--- config.mk ---
export PLATFORM = sky130hd
export DESIGN_NAME = cpu_ctrl_flat
export DESIGN_NICKNAME = d
export VERILOG_FILES = /design/src/rtl/cpu_ctrl_if.sv /design/src/rtl/cpu_ctrl.sv /design/src/flat_wrapper.sv
export SDC_FILE = /design/constraint.sdc
export NUM_CORES = 1
export LEC_CHECK = 0
export ABC_AREA = 1
export ABC_CLOCK_PERIOD_IN_PS = 3350
export BUFFER_PORTS_ARGS = -buffer_cell sky130_fd_sc_hd__buf_2
export CORE_MARGIN = 3
export CORE_UTILIZATION = 53
export CTS_BUF_LIST = sky130_fd_sc_hd__clkbuf_8
export DETAILED_ROUTE_END_ITERATION = 10
export GPL_TIMING_DRIVEN = 0
export PLACE_DENSITY = 0.93
export SETUP_SLACK_MARGIN = 0.02
export SLEW_MARGIN = 10
export SYNTH_ARGS = -nofsm -noshare
export SYNTH_HDL_FRONTEND = slang
export SYNTH_SLANG_ARGS = --single-unit
--- constraint.sdc ---
create_clock -name clk -period 3.35 [get_ports clk]
set_input_delay 0.67 -clock clk [delete_from_list [all_inputs] [get_ports clk]]
set_output_delay 0.67 -clock clk [all_outputs]
set_load 0.02 [all_outputs]
--- src/rtl/cpu_ctrl_if.sv ---
// Memory request/acknowledge bus between the control unit and instruction/data memory.
// Latency: purely wires; a command stays on the bus until the memory acknowledges it.
// Backpressure: the memory stalls the controller by holding mem_ack low.
interface cpu_ctrl_if #(
  parameter int PC_W = 9
);
  logic [1:0]      mem_cmd;    // 00 none, 01 read, 10 write
  logic [PC_W-1:0] mem_addr;
  logic            mem_ack;
  logic [15:0]     mem_rdata;

  modport master (output mem_cmd, mem_addr, input mem_ack, mem_rdata);
  modport slave  (input mem_cmd, mem_addr, output mem_ack, mem_rdata);
endinterface

--- src/rtl/cpu_ctrl.sv ---
// Multicycle control unit: fetch, decode, ALU/MOV/LDR/STR sequencing, HALT and illegal trap.
// Latency: MOVimm 3, MOVreg/MVN/CMP 5, ADD/AND/LDR 6, STR 8 cycles with single-cycle ack.
// Backpressure: waits in IF1/MEMRD/MEMWR until mem_ack; CPU_CTRL_MEM_TIMEOUT_EN bounds the wait.
module cpu_ctrl #(
  parameter int PC_W        = 9,
  parameter int DATA_W      = 16,
  parameter int RESET_PC    = 0,
  parameter int MEM_TIMEOUT = 15
) (
  input  logic              clk,
  input  logic              reset,
  cpu_ctrl_if.master        mem,
  input  logic [DATA_W-1:0] dp_out,
  output logic [15:0]       ir,
  output logic [PC_W-1:0]   pc,
  output logic              loada,
  output logic              loadb,
  output logic              loadc,
  output logic              loads,
  output logic              asel,
  output logic              bsel,
  output logic              write,
  output logic [3:0]        vsel,
  output logic [2:0]        nsel,
  output logic [1:0]        alu_op,
  output logic [1:0]        shift,
  output logic              halted,
  output logic              illegal,
  output logic              bus_err
);

  typedef enum logic [3:0] {
    S_RST, S_IF1, S_DECODE, S_WIMM, S_GETA, S_GETB, S_CALC, S_WRC,
    S_CMP, S_ACALC, S_LDADDR, S_MEMRD, S_GETD, S_PASS, S_MEMWR, S_HALT
  } state_t;

  state_t          state_q, state_d;
  logic [15:0]     ir_q;
  logic [PC_W-1:0] pc_q, addr_q;
  logic            illegal_q, bus_err_q;
  logic            dec_illegal;
  logic            mem_to;

  // Instruction classes, decoded from the held instruction
  logic [2:0] opc;
  logic [1:0] op;
  logic       is_alu, is_movreg, is_mvn, is_cmp, is_ldr;
  assign opc       = ir_q[15:13];
  assign op        = ir_q[12:11];
  assign is_alu    = (opc == 3'b101);
  assign is_movreg = (opc == 3'b110) && (op == 2'b00);
  assign is_mvn    = is_alu && (op == 2'b11);
  assign is_cmp    = is_alu && (op == 2'b01);
  assign is_ldr    = (opc == 3'b011);

  // Only the low PC_W bits of the datapath output form an address
  logic unused_dp;
  assign unused_dp = ^dp_out[DATA_W-1:PC_W];

`ifdef CPU_CTRL_MEM_TIMEOUT_EN
  localparam int CNT_W = $clog2(MEM_TIMEOUT + 1);
  logic [CNT_W-1:0] cnt_q, cnt_d;
  logic             waiting;
  assign waiting = (state_q == S_IF1) || (state_q == S_MEMRD) || (state_q == S_MEMWR);
  // An ack on the final allowed cycle wins over the timeout
  assign mem_to  = waiting && !mem.mem_ack && (cnt_q == CNT_W'(MEM_TIMEOUT - 1));

  // Count consecutive wait cycles; restart on every state entry
  always_comb begin
    cnt_d = '0;
    if (waiting && (state_d == state_q)) cnt_d = cnt_q + CNT_W'(1);
  end

  // Wait-cycle counter register
  always_ff @(posedge clk or negedge reset) begin
    if (!reset) cnt_q <= '0;
    else        cnt_q <= cnt_d;
  end
`else
  localparam int unused_timeout = MEM_TIMEOUT;
  assign mem_to = 1'b0;
`endif

  // State register
  always_ff @(posedge clk or negedge reset) begin
    if (!reset) state_q <= S_RST;
    else        state_q <= state_d;
  end

  // Next-state logic
  always_comb begin
    state_d     = state_q;
    dec_illegal = 1'b0;
    case (state_q)
      S_RST:    state_d = S_IF1;
      S_IF1:    if (mem.mem_ack) state_d = S_DECODE;
      S_DECODE: begin
        case (opc)
          3'b110: begin
            if (op == 2'b10)      state_d = S_WIMM;
            else if (op == 2'b00) state_d = S_GETB;
            else begin state_d = S_HALT; dec_illegal = 1'b1; end
          end
          3'b101:  state_d = (op == 2'b11) ? S_GETB : S_GETA;
          3'b011, 3'b100: begin
            if (op == 2'b00) state_d = S_GETA;
            else begin state_d = S_HALT; dec_illegal = 1'b1; end
          end
          3'b111:  state_d = S_HALT;
          default: begin state_d = S_HALT; dec_illegal = 1'b1; end
        endcase
      end
      S_WIMM:   state_d = S_IF1;
      S_GETA:   state_d = is_alu ? S_GETB : S_ACALC;
      S_GETB:   state_d = is_cmp ? S_CMP : S_CALC;
      S_CALC:   state_d = S_WRC;
      S_WRC:    state_d = S_IF1;
      S_CMP:    state_d = S_IF1;
      S_ACALC:  state_d = S_LDADDR;
      S_LDADDR: state_d = is_ldr ? S_MEMRD : S_GETD;
      S_MEMRD:  if (mem.mem_ack) state_d = S_IF1;
      S_GETD:   state_d = S_PASS;
      S_PASS:   state_d = S_MEMWR;
      S_MEMWR:  if (mem.mem_ack) state_d = S_IF1;
      S_HALT:   state_d = S_HALT;
      default:  state_d = S_RST;
    endcase
    if (mem_to) state_d = S_HALT;
  end

  // Instruction, program counter, address and sticky status registers
  always_ff @(posedge clk or negedge reset) begin
    if (!reset) begin
      ir_q      <= '0;
      pc_q      <= PC_W'(RESET_PC);
      addr_q    <= '0;
      illegal_q <= 1'b0;
      bus_err_q <= 1'b0;
    end else begin
      if (state_q == S_IF1 && mem.mem_ack) begin
        ir_q <= mem.mem_rdata;
        pc_q <= pc_q + PC_W'(1);
      end
      if (state_q == S_LDADDR) addr_q <= dp_out[PC_W-1:0];
      if (state_q == S_DECODE && dec_illegal) illegal_q <= 1'b1;
      if (mem_to) bus_err_q <= 1'b1;
    end
  end

  // Moore strobes per state; MEMRD writeback additionally depends on ack
  always_comb begin
    loada = 1'b0; loadb = 1'b0; loadc = 1'b0; loads = 1'b0;
    asel  = 1'b0; bsel  = 1'b0; write = 1'b0;
    vsel  = 4'b0000; nsel = 3'b000; alu_op = 2'b00; shift = 2'b00;
    mem.mem_cmd  = 2'b00;
    mem.mem_addr = '0;
    case (state_q)
      S_IF1:    begin mem.mem_cmd = 2'b01; mem.mem_addr = pc_q; end
      S_WIMM:   begin nsel = 3'b001; vsel = 4'b0010; write = 1'b1; end
      S_GETA:   begin nsel = 3'b001; loada = 1'b1; end
      S_GETB:   begin nsel = 3'b100; loadb = 1'b1; end
      S_CALC:   begin loadc = 1'b1; asel = is_movreg || is_mvn; end
      S_WRC:    begin nsel = 3'b010; vsel = 4'b1000; write = 1'b1; end
      S_CMP:    loads = 1'b1;
      S_ACALC:  begin bsel = 1'b1; loadc = 1'b1; end
      S_MEMRD:  begin
        mem.mem_cmd  = 2'b01;
        mem.mem_addr = addr_q;
        if (mem.mem_ack) begin nsel = 3'b010; vsel = 4'b0001; write = 1'b1; end
      end
      S_GETD:   begin nsel = 3'b010; loadb = 1'b1; end
      S_PASS:   begin asel = 1'b1; loadc = 1'b1; end
      S_MEMWR:  begin mem.mem_cmd = 2'b10; mem.mem_addr = addr_q; end
      default:  ;
    endcase
    // ALU op and shifter follow the instruction only while it is executing
    if (state_q == S_GETA || state_q == S_GETB || state_q == S_CALC ||
        state_q == S_WRC  || state_q == S_CMP) begin
      if (is_alu) alu_op = op;
      if (is_alu || is_movreg) shift = ir_q[4:3];
    end
  end

  assign ir      = ir_q;
  assign pc      = pc_q;
  assign halted  = (state_q == S_HALT);
  assign illegal = illegal_q;
  assign bus_err = bus_err_q;

endmodule

--- src/flat_wrapper.sv ---
// flat-port wrapper written by rule: the top's interface ports become plain ports
module cpu_ctrl_flat 
#(
  parameter int PC_W        = 9,
  parameter int DATA_W      = 16,
  parameter int RESET_PC    = 0,
  parameter int MEM_TIMEOUT = 15
)
  (clk, reset, dp_out, ir, pc, loada, loadb, loadc, loads, asel, bsel, write, vsel, nsel, alu_op, shift, halted, illegal, bus_err, mem_mem_cmd, mem_mem_addr, mem_mem_ack, mem_mem_rdata);
  cpu_ctrl_if #(.PC_W(PC_W)) mem_i ();
  input  logic clk;
  input  logic reset;
  input  logic [DATA_W-1:0] dp_out;
  output logic [15:0] ir;
  output logic [PC_W-1:0] pc;
  output logic loada;
  output logic loadb;
  output logic loadc;
  output logic loads;
  output logic asel;
  output logic bsel;
  output logic write;
  output logic [3:0] vsel;
  output logic [2:0] nsel;
  output logic [1:0] alu_op;
  output logic [1:0] shift;
  output logic halted;
  output logic illegal;
  output logic bus_err;
  output wire logic [$bits(mem_i.mem_cmd)-1:0] mem_mem_cmd;
  output wire logic [$bits(mem_i.mem_addr)-1:0] mem_mem_addr;
  input wire logic [$bits(mem_i.mem_ack)-1:0] mem_mem_ack;
  input wire logic [$bits(mem_i.mem_rdata)-1:0] mem_mem_rdata;
  assign mem_mem_cmd = mem_i.mem_cmd;
  assign mem_mem_addr = mem_i.mem_addr;
  assign mem_i.mem_ack = mem_mem_ack;
  assign mem_i.mem_rdata = mem_mem_rdata;
  cpu_ctrl #(.PC_W(PC_W), .DATA_W(DATA_W), .RESET_PC(RESET_PC), .MEM_TIMEOUT(MEM_TIMEOUT)) u_core (.clk(clk), .reset(reset), .mem(mem_i), .dp_out(dp_out), .ir(ir), .pc(pc), .loada(loada), .loadb(loadb), .loadc(loadc), .loads(loads), .asel(asel), .bsel(bsel), .write(write), .vsel(vsel), .nsel(nsel), .alu_op(alu_op), .shift(shift), .halted(halted), .illegal(illegal), .bus_err(bus_err));
endmodule
==> impl_metrics.py, run 1 <==
metrics = {
    "clock_network": {
        "cts_tree": "built",
        "cts.path.max_buffers": 2,
        "cts-buffers-inserted": 5,
        "clock_sinks": 39,
        "cts_root_buffer": "clkbuf_8",
        "cts_setup_buffers": 0,
        "hold_buffers": 0,
        "clk_latency_ns": 0.29,
        "path_clk_slew_ns": 0.07,
        "htreeDepth": 2,
        "ctsResizeCount": 0,
    },
    "detailed_routing": {
        "via_per_inst": 5.099,
        "detail-route-antenna-nets": 0,
        "drt_iter0_markers": 162,
        "drcViolationCount": 0,
        "wl_per_cell_um": 12.38,
        "drtPass1Iterations": 4,
        "num_vias": 2208,
        "totalWireLength_mm": 5.360,
    },
    "yosys": {
        "yosysWarnings": 0,
        "synth_flop_cell": "dfrtp_1",
        "synth_area_per_cell_um2": 7.397,
        "synth-simple-area-share_pct": 35.90,
        "netlist_area_um2": 2175,
        "muxShareOfSynthArea_pct": 0,
        "synthArstFlopShare_pct": 100.0,
        "yosysUniqueCellTypes": 31,
        "ys_seq_area_share_pct": 44.88,
        "synth_seq_cells": 39,
        "synth_top_family_by_area": "simple AND/OR/NAND/NOR gates",
        "postSynthCellCount": 294,
        "yosys.area_share.xor_xnor_pct": 2.819,
        "synth_edf_count": 0,
        "synth_fa_ha_area_share_pct": 0.5754,
        "synth_compound_area_share_pct": 8.170,
    },
    "pwr": {
        "power_frac_comb_pct": 54.4,
        "p_sw_share_pct": 50.10,
        "p_per_area_nw_per_um2": 929.9,
        "p_clk_share_pct": 11.8,
        "power.internal_w": 0.001269,
        "p_leak_nw": 1.621,
        "pwr-share-seq_pct": 33.8,
        "peakVddDrop_uv": 517.8,
        "p_switching_w": 0.001274,
    },
    "global_route": {
        "grt_overflow": 0,
        "grt_pass1_wl_mm": 9.156,
        "grt_max_degree": 40,
        "antenna_found_initial": 0,
        "grt_pass1_vias": 2095,
        "groute.usage.overall_pct": 22.61,
    },
    "job": {
        "cap_violations": 0,
    },
    "layout": {
        "n_antenna_cell": 0,
        "drive_gt1_share_pct": 28.31,
        "final_nets": 420,
        "area.growth.synth_to_final_pct": 25.72,
        "utilization_pct": 71.97,
        "fillers": 309,
    },
    "sta": {
        "setup_ws_ns": 0.9112,
        "hold_viol": 0,
        "rsz0062_at_grt": "false",
        "slew_headroom_pct": 43.99,
        "setup_tns_ns": 0,
        "final-max-slew-violation-count": 0,
        "finalSetupViolations": 0,
        "tightestPinTransition_ns": 0.8401,
        "finalCritPeriodShare_pct": 72.80,
        "min_period_ns": 2.439,
        "skew_ns": 0.008426,
        "fmax_mhz": 410.0,
    },
    "min_path": {
        "hp-class": "reg2reg",
    },
    "critical_path": {
        "cp_max_fo": 10,
        "cp-start-kind": "flip-flop",
        "worstPathRequired_ns": 2.68,
        "critPathKind": "reg2out",
        "cp.arrival_ns": 1.77,
        "endpoint_kind": "output pin",
    },
    "floorplan": {
        "dieWidth_um": 70.06,
        "top_level_ports": 92,
        "die_y_um": 70.06,
        "initial_core_util_pct": 57.25,
        "core_area_um2": 3799,
        "fp-row-count": 22,
        "die-area_um2": 4908,
    },
    "placement": {
        "place.port_buffers": 82,
        "place_ws_ns": 1.162,
        "detailed_place_hpwl_mm": 4.193,
        "finalWeightedCongestion": 0.9249,
    },
    "status": {
        "outcome": "completed",
    },
}
## through the flow
step                      hold slack, ns  std cells  area [um^2]  total power (W)
final                             0.4745        433         2734         0.002542
after global routing              0.4960        433         2734         0.002758
after CTS                         0.4803        433         2734         0.002553
after detailed placement          0.4586        425         2649         0.002246
after global placement            0.4518        425         2649         0.002194
after floorplan                   0.3744        295         2178         0.001813
## final timing paths
| check | start | end | slack (ns) | depth (start not counted) |
|---|---|---|---|---|
| worst max-delay path | u_core.state_q[0]$_DFFE_PN0P_ | mem_mem_addr[0] | 0.91 | 10 |
| worst min-delay path | u_core.ir[7]$_DFFE_PN0P_ | u_core.ir[7]$_DFFE_PN0P_ | 0.47 | 2 |
| worst max register to register | u_core.state_q[1]$_DFFE_PN0P_ | u_core.state_q[1]$_DFFE_PN0P_ | 1.83 | 8 |
| worst min register to register | u_core.ir[7]$_DFFE_PN0P_ | u_core.ir[7]$_DFFE_PN0P_ | 0.47 | 2 |
| max in group asynchronous | reset | u_core.state_q[2]$_DFFE_PN0P_ | 2.33 | 1 |
| min in group asynchronous | reset | u_core.addr_q[7]$_DFFE_PN0P_ | 0.48 | 1 |
## cells by family (layout without fill, tap and decap cells)
group,Yosys count,after routing
AO/OA/AOI/OAI,30,30
other,1,2
adder cells (fa/ha/maj),1,1
XOR/XNOR,7,7
buffers and inverters,38,128
AND/OR/NAND/NOR,178,178
flip-flops,39,39
## placed cells by master, fill, tap and decap left out, types with 2 or more instances in the layout
| master | count |
|---|---|
| nand3_1 | 15 |
| nand2_1 | 117 |
| a21oi_1 | 4 |
| buf_2 | 86 |
| inv_2 | 2 |
| conb_1 | 2 |
| dfrtp_1 | 39 |
| a22o_1 | 3 |
| nor2_1 | 29 |
| inv_1 | 29 |
| o21ai_0 | 17 |
| clkbuf_8 | 5 |
| xor2_1 | 6 |
| nand4_1 | 2 |
| nor3b_1 | 2 |
| nand2_4 | 3 |
| nor3_1 | 3 |
| nor2_4 | 4 |
| buf_4 | 2 |
## cells in the mapped netlist (all sizes together), types with 2 or more instances
| cell | instances | share of area (%) |
|---|---|---|
| a22o | 3 | 1.2 |
| nor3 | 4 | 1.2 |
| dfrtp | 39 | 45 |
| nand2 | 121 | 22 |
| o21ai | 17 | 3.9 |
| inv | 30 | 5.2 |
| nor3b | 2 | 0.69 |
| buf | 7 | 2.1 |
| nor2 | 34 | 8.0 |
| nand4 | 2 | 0.58 |
| a21oi | 5 | 1.3 |
| nand3 | 15 | 3.5 |
| xor2 | 6 | 2.4 |
## power by group through the flow
stage	clock network, W	registers (W)	logic [W]
6_report	0.000300	0.000860	0.00138
4_1_cts	0.000309	0.000856	0.00139
3_5_place_dp	0	0.000859	0.00139
5_1_grt	0.000333	0.000888	0.00154
3_3_place_gp	0	0.000854	0.00134
2_1_floorplan	0	0.000992	0.000821
## area by class of cell
| type | instances | area (um^2) | share of cell area (%) |
|---|---|---|---|
| Multi-Input combinational cell | 218 | 1040 | 38.03 |
| Sequential cell | 39 | 975.9 | 35.70 |
| Timing Repair Buffer | 82 | 410.4 | 15.01 |
| Inverter | 31 | 116.4 | 4.256 |
| Clock buffer | 5 | 68.82 | 2.517 |
| Tap cell | 48 | 60.06 | 2.197 |
| Buffer | 7 | 46.29 | 1.693 |
| Clock inverter | 3 | 16.27 | 0.5950 |
## critical path, cell delays in order (launching register included)
cell and delay (ns):
dfrtp_1 0.42, inv_2 0.12, nand2_1 0.11, inv_1 0.13, nand2_1 0.08, inv_1 0.09
a21oi_2 0.04, inv_2 0.15, nand2_1 0.06, o21ai_0 0.09, buf_2 0.20
## state kept, by name, summed over array words and instances (netlist names)
| register | flops |
|---|---|
| u_core.addr_q | 9 |
| u_core.ir | 16 |
| u_core.illegal | 1 |
| u_core.pc | 9 |
| u_core.state_q | 4 |
## per-layer routing
layer	routed length (um)	GRT usage [%]	up-vias
met5	0	0	-
met4	109	6.596	0
met3	419	6.187	12
met2	2598	37.04	89
met1	2233	29.30	1010
li1	-	-	1097
Note: power is estimated with default switching activity, not from simulation.
==> run 2, diff against run 1 <==
--- a/config.mk
+++ b/config.mk
@@ -6,14 +6,14 @@
 export NUM_CORES = 1
 export LEC_CHECK = 0
 export ABC_AREA = 1
-export ABC_CLOCK_PERIOD_IN_PS = 3350
+export ABC_CLOCK_PERIOD_IN_PS = 2000
 export BUFFER_PORTS_ARGS = -buffer_cell sky130_fd_sc_hd__buf_2
 export CORE_MARGIN = 3
-export CORE_UTILIZATION = 53
+export CORE_UTILIZATION = 45
 export CTS_BUF_LIST = sky130_fd_sc_hd__clkbuf_8
 export DETAILED_ROUTE_END_ITERATION = 10
 export GPL_TIMING_DRIVEN = 0
-export PLACE_DENSITY = 0.93
+export PLACE_DENSITY = 0.85
 export SETUP_SLACK_MARGIN = 0.02
 export SLEW_MARGIN = 10
 export SYNTH_ARGS = -nofsm -noshare
==> constraint.sdc (replaced) <==
create_clock -name clk -period 2 [get_ports clk]
set_input_delay 0.4 -clock clk [delete_from_list [all_inputs] [get_ports clk]]
set_output_delay 0.4 -clock clk [all_outputs]
set_load 0.02 [all_outputs]
==> impl_metrics.py, run 2 (synthesized netlist as in run 1, its figures left out) <==
metrics = {
    "floorplan": {
        "die_y_um": 75.52,
        "top_level_ports": 92,
        "dieWidth_um": 75.52,
        "die-area_um2": 5703,
        "fp-row-count": 24,
        "core_area_um2": 4504,
        "initial_core_util_pct": 48.28,
    },
    "critical_path": {
        "critPathSlowestCell": "dfrtp_1",
        "cp-start-kind": "flip-flop",
        "endpoint_kind": "output pin",
        "worstPathRequired_ns": 1.60,
        "critPathKind": "reg2out",
        "crit_path_frequent_cell": "buf_6",
        "cp_cell_sequence": "buf_6, nand2_4, inv_4, nand2_2, inv_2, a21oi_4, clkinvlp_4, a22o_1, buf_6",
        "cp_max_fo": 5,
        "cp.arrival_ns": 1.70,
        "slowest_delay_ns": 0.38,
    },
    "detailed_routing": {
        "drt_iter0_markers": 151,
        "drcViolationCount": 0,
        "detail-route-antenna-nets": 0,
        "via_per_inst": 5.109,
        "num_vias": 2381,
        "drtPass1Iterations": 5,
        "totalWireLength_mm": 6.348,
        "wl_per_cell_um": 13.62,
    },
    "min_path": {
        "hp-class": "in2async",
    },
    "clock_network": {
        "htreeDepth": 2,
        "cts_root_buffer": "clkbuf_8",
        "cts_tree": "built",
        "cts-buffers-inserted": 5,
        "path_clk_slew_ns": 0.08,
        "clk_latency_ns": 0.29,
        "clock_sinks": 39,
        "cts.path.max_buffers": 2,
    },
    "sta": {
        "finalCritPeriodShare_pct": 104.8,
        "setup_ws_ns": -0.09534,
        "finalSetupViolations": 9,
        "slew_headroom_pct": 41.77,
        "fmax_mhz": 477.2,
        "hold_viol": 0,
        "tightestPinTransition_ns": 0.8734,
        "rsz0062_at_grt": "true",
        "skew_ns": 0.004676,
        "min_period_ns": 2.095,
        "final-max-slew-violation-count": 0,
    },
    "layout": {
        "final_nets": 449,
        "utilization_pct": 70.14,
        "drive_gt1_share_pct": 41.30,
        "fillers": 367,
        "mostFrequentLayoutCell": "nand2_1",
        "largest_reg_flops": 16,
        "area.growth.synth_to_final_pct": 45.28,
        "instances_no_fill": 466,
        "n_antenna_cell": 0,
        "most-common-layout-cells": "nand2_1 (109), buf_2 (70), buf_4 (41), dfrtp_1 (34), nor2_1 (24)",
    },
    "pwr": {
        "p_total_w": 0.005080,
        "p_leak_nw": 1.794,
        "peakVddDrop_uv": 721.8,
        "p_per_area_nw_per_um2": 1608,
    },
    "job": {
        "cap_violations": 0,
    },
    "global_route": {
        "antenna_found_initial": 0,
        "groute.usage.overall_pct": 22.40,
        "grt_pass1_wl_mm": 9.735,
        "grt_overflow": 0,
        "grt_pass1_vias": 2210,
        "grt_max_degree": 40,
    },
    "placement": {
        "place.port_buffers": 82,
        "dpl.cell_count": 429,
        "finalWeightedCongestion": 0.9203,
        "detailed_place_hpwl_mm": 4.249,
    },
    "status": {
        "outcome": "finished, violations left",
        "violations": "setup timing",
    },
}
==> run 2: changes by cell type in the layout (fill, tap and decap cells not counted), moves of 4 or more <==
cell / previous run / this run
buf_2: 86 / 70
buf_4: 2 / 41
buf_6: 1 / 6
dfrtp_1: 39 / 34
dfrtp_2: 0 / 5
inv_1: 29 / 20
inv_2: 2 / 7
nand2_1: 117 / 109
nand2_2: 1 / 5
nand2_4: 3 / 7
nor2_1: 29 / 24
o21ai_0: 17 / 11
o21ai_1: 0 / 5
==> run 2: worst paths after layout <==
check                      cells after the start                          start                             to  slack [ns]
hold / removal                                 1                          reset       u_core.ir[6]$_DFFE_PN0P_        0.22
min in group clk                               3              mem_mem_rdata[10]      u_core.ir[10]$_DFFE_PN0P_        0.30
setup / recovery                               9  u_core.state_q[2]$_DFFE_PN0P_                mem_mem_addr[5]        -0.1
hold reg to reg                                2       u_core.ir[7]$_DFFE_PN0P_       u_core.ir[7]$_DFFE_PN0P_        0.47
max in group asynchronous                      1                          reset  u_core.state_q[0]$_DFFE_PN0P_        1.18
setup reg to reg                              10  u_core.state_q[2]$_DFFE_PN0P_       u_core.pc[1]$_DFFE_PN0P_        0.21
==> run 2: repair_timing <==
| item | in CTS | in global routing |
|---|---|---|
| hold buffers | 0 | 0 |
| setup buffers | 21 | 7 |
| setup endpoints to repair | 15 | 20 |
| pin swaps | 13 | 7 |
| cloned | 1 | 0 |
| resized for setup | 42 | 28 |
==> run 2: final cells by class <==
cell class                 count  area, um^2  share of cell area (%)
inverter                      31       123.9                   3.921
tap                           52       65.06                   2.059
sequential                    39       982.2                   31.09
timing repair buffer         110       679.4                   21.50
multi-input combinational    218        1137                   36.00
timing repair inverter         1       7.507                  0.2376
clock buffer                   6       82.58                   2.614
buffer                         7       46.29                   1.465
clock inverter                 2       35.03                   1.109
==> run 2: where the power goes <==
group / internal, W / switching, W / total (W)
Combinational: 0.00111 / 0.00182 / 0.00294
Clock: 0.000404 / 0.000277 / 0.000681
Sequential: 0.00115 / 0.000312 / 0.00146
==> run 2: worst max-delay path, delay by kind of cell (launching register included) <==
| family | cells | cell delay (ns) |
|---|---|---|
| flip-flops | 1 | 0.38 |
| buffers and inverters | 5 | 0.52 |
| AO/OA/AOI/OAI | 2 | 0.37 |
| AND/OR/NAND/NOR | 2 | 0.14 |
==> run 2: metal layers <==
layer	vias to the layer above	wire [um]	global-route usage (%)
met3	19	421	6.596
met4	0	112	6.408
met5	-	0	0
li1	1153	-	-
met1	1107	2556	26.76
met2	102	3258	39.12
==> run 2: metrics by stage <==
stage	TNS, ns	worst slack [ns]	hold slack (ns)	area [um^2]
5_1_grt	-1.376	-0.1772	0.2772	3159
2_1_floorplan	-0.08754	-0.04377	0.1044	2178
3_3_place_gp	0	0.1267	0.4523	2654
3_5_place_dp	0	0.1190	0.4578	2654
4_1_cts	-0.1491	-0.07323	0.2413	3033
6_report	-0.3029	-0.09534	0.2209	3159
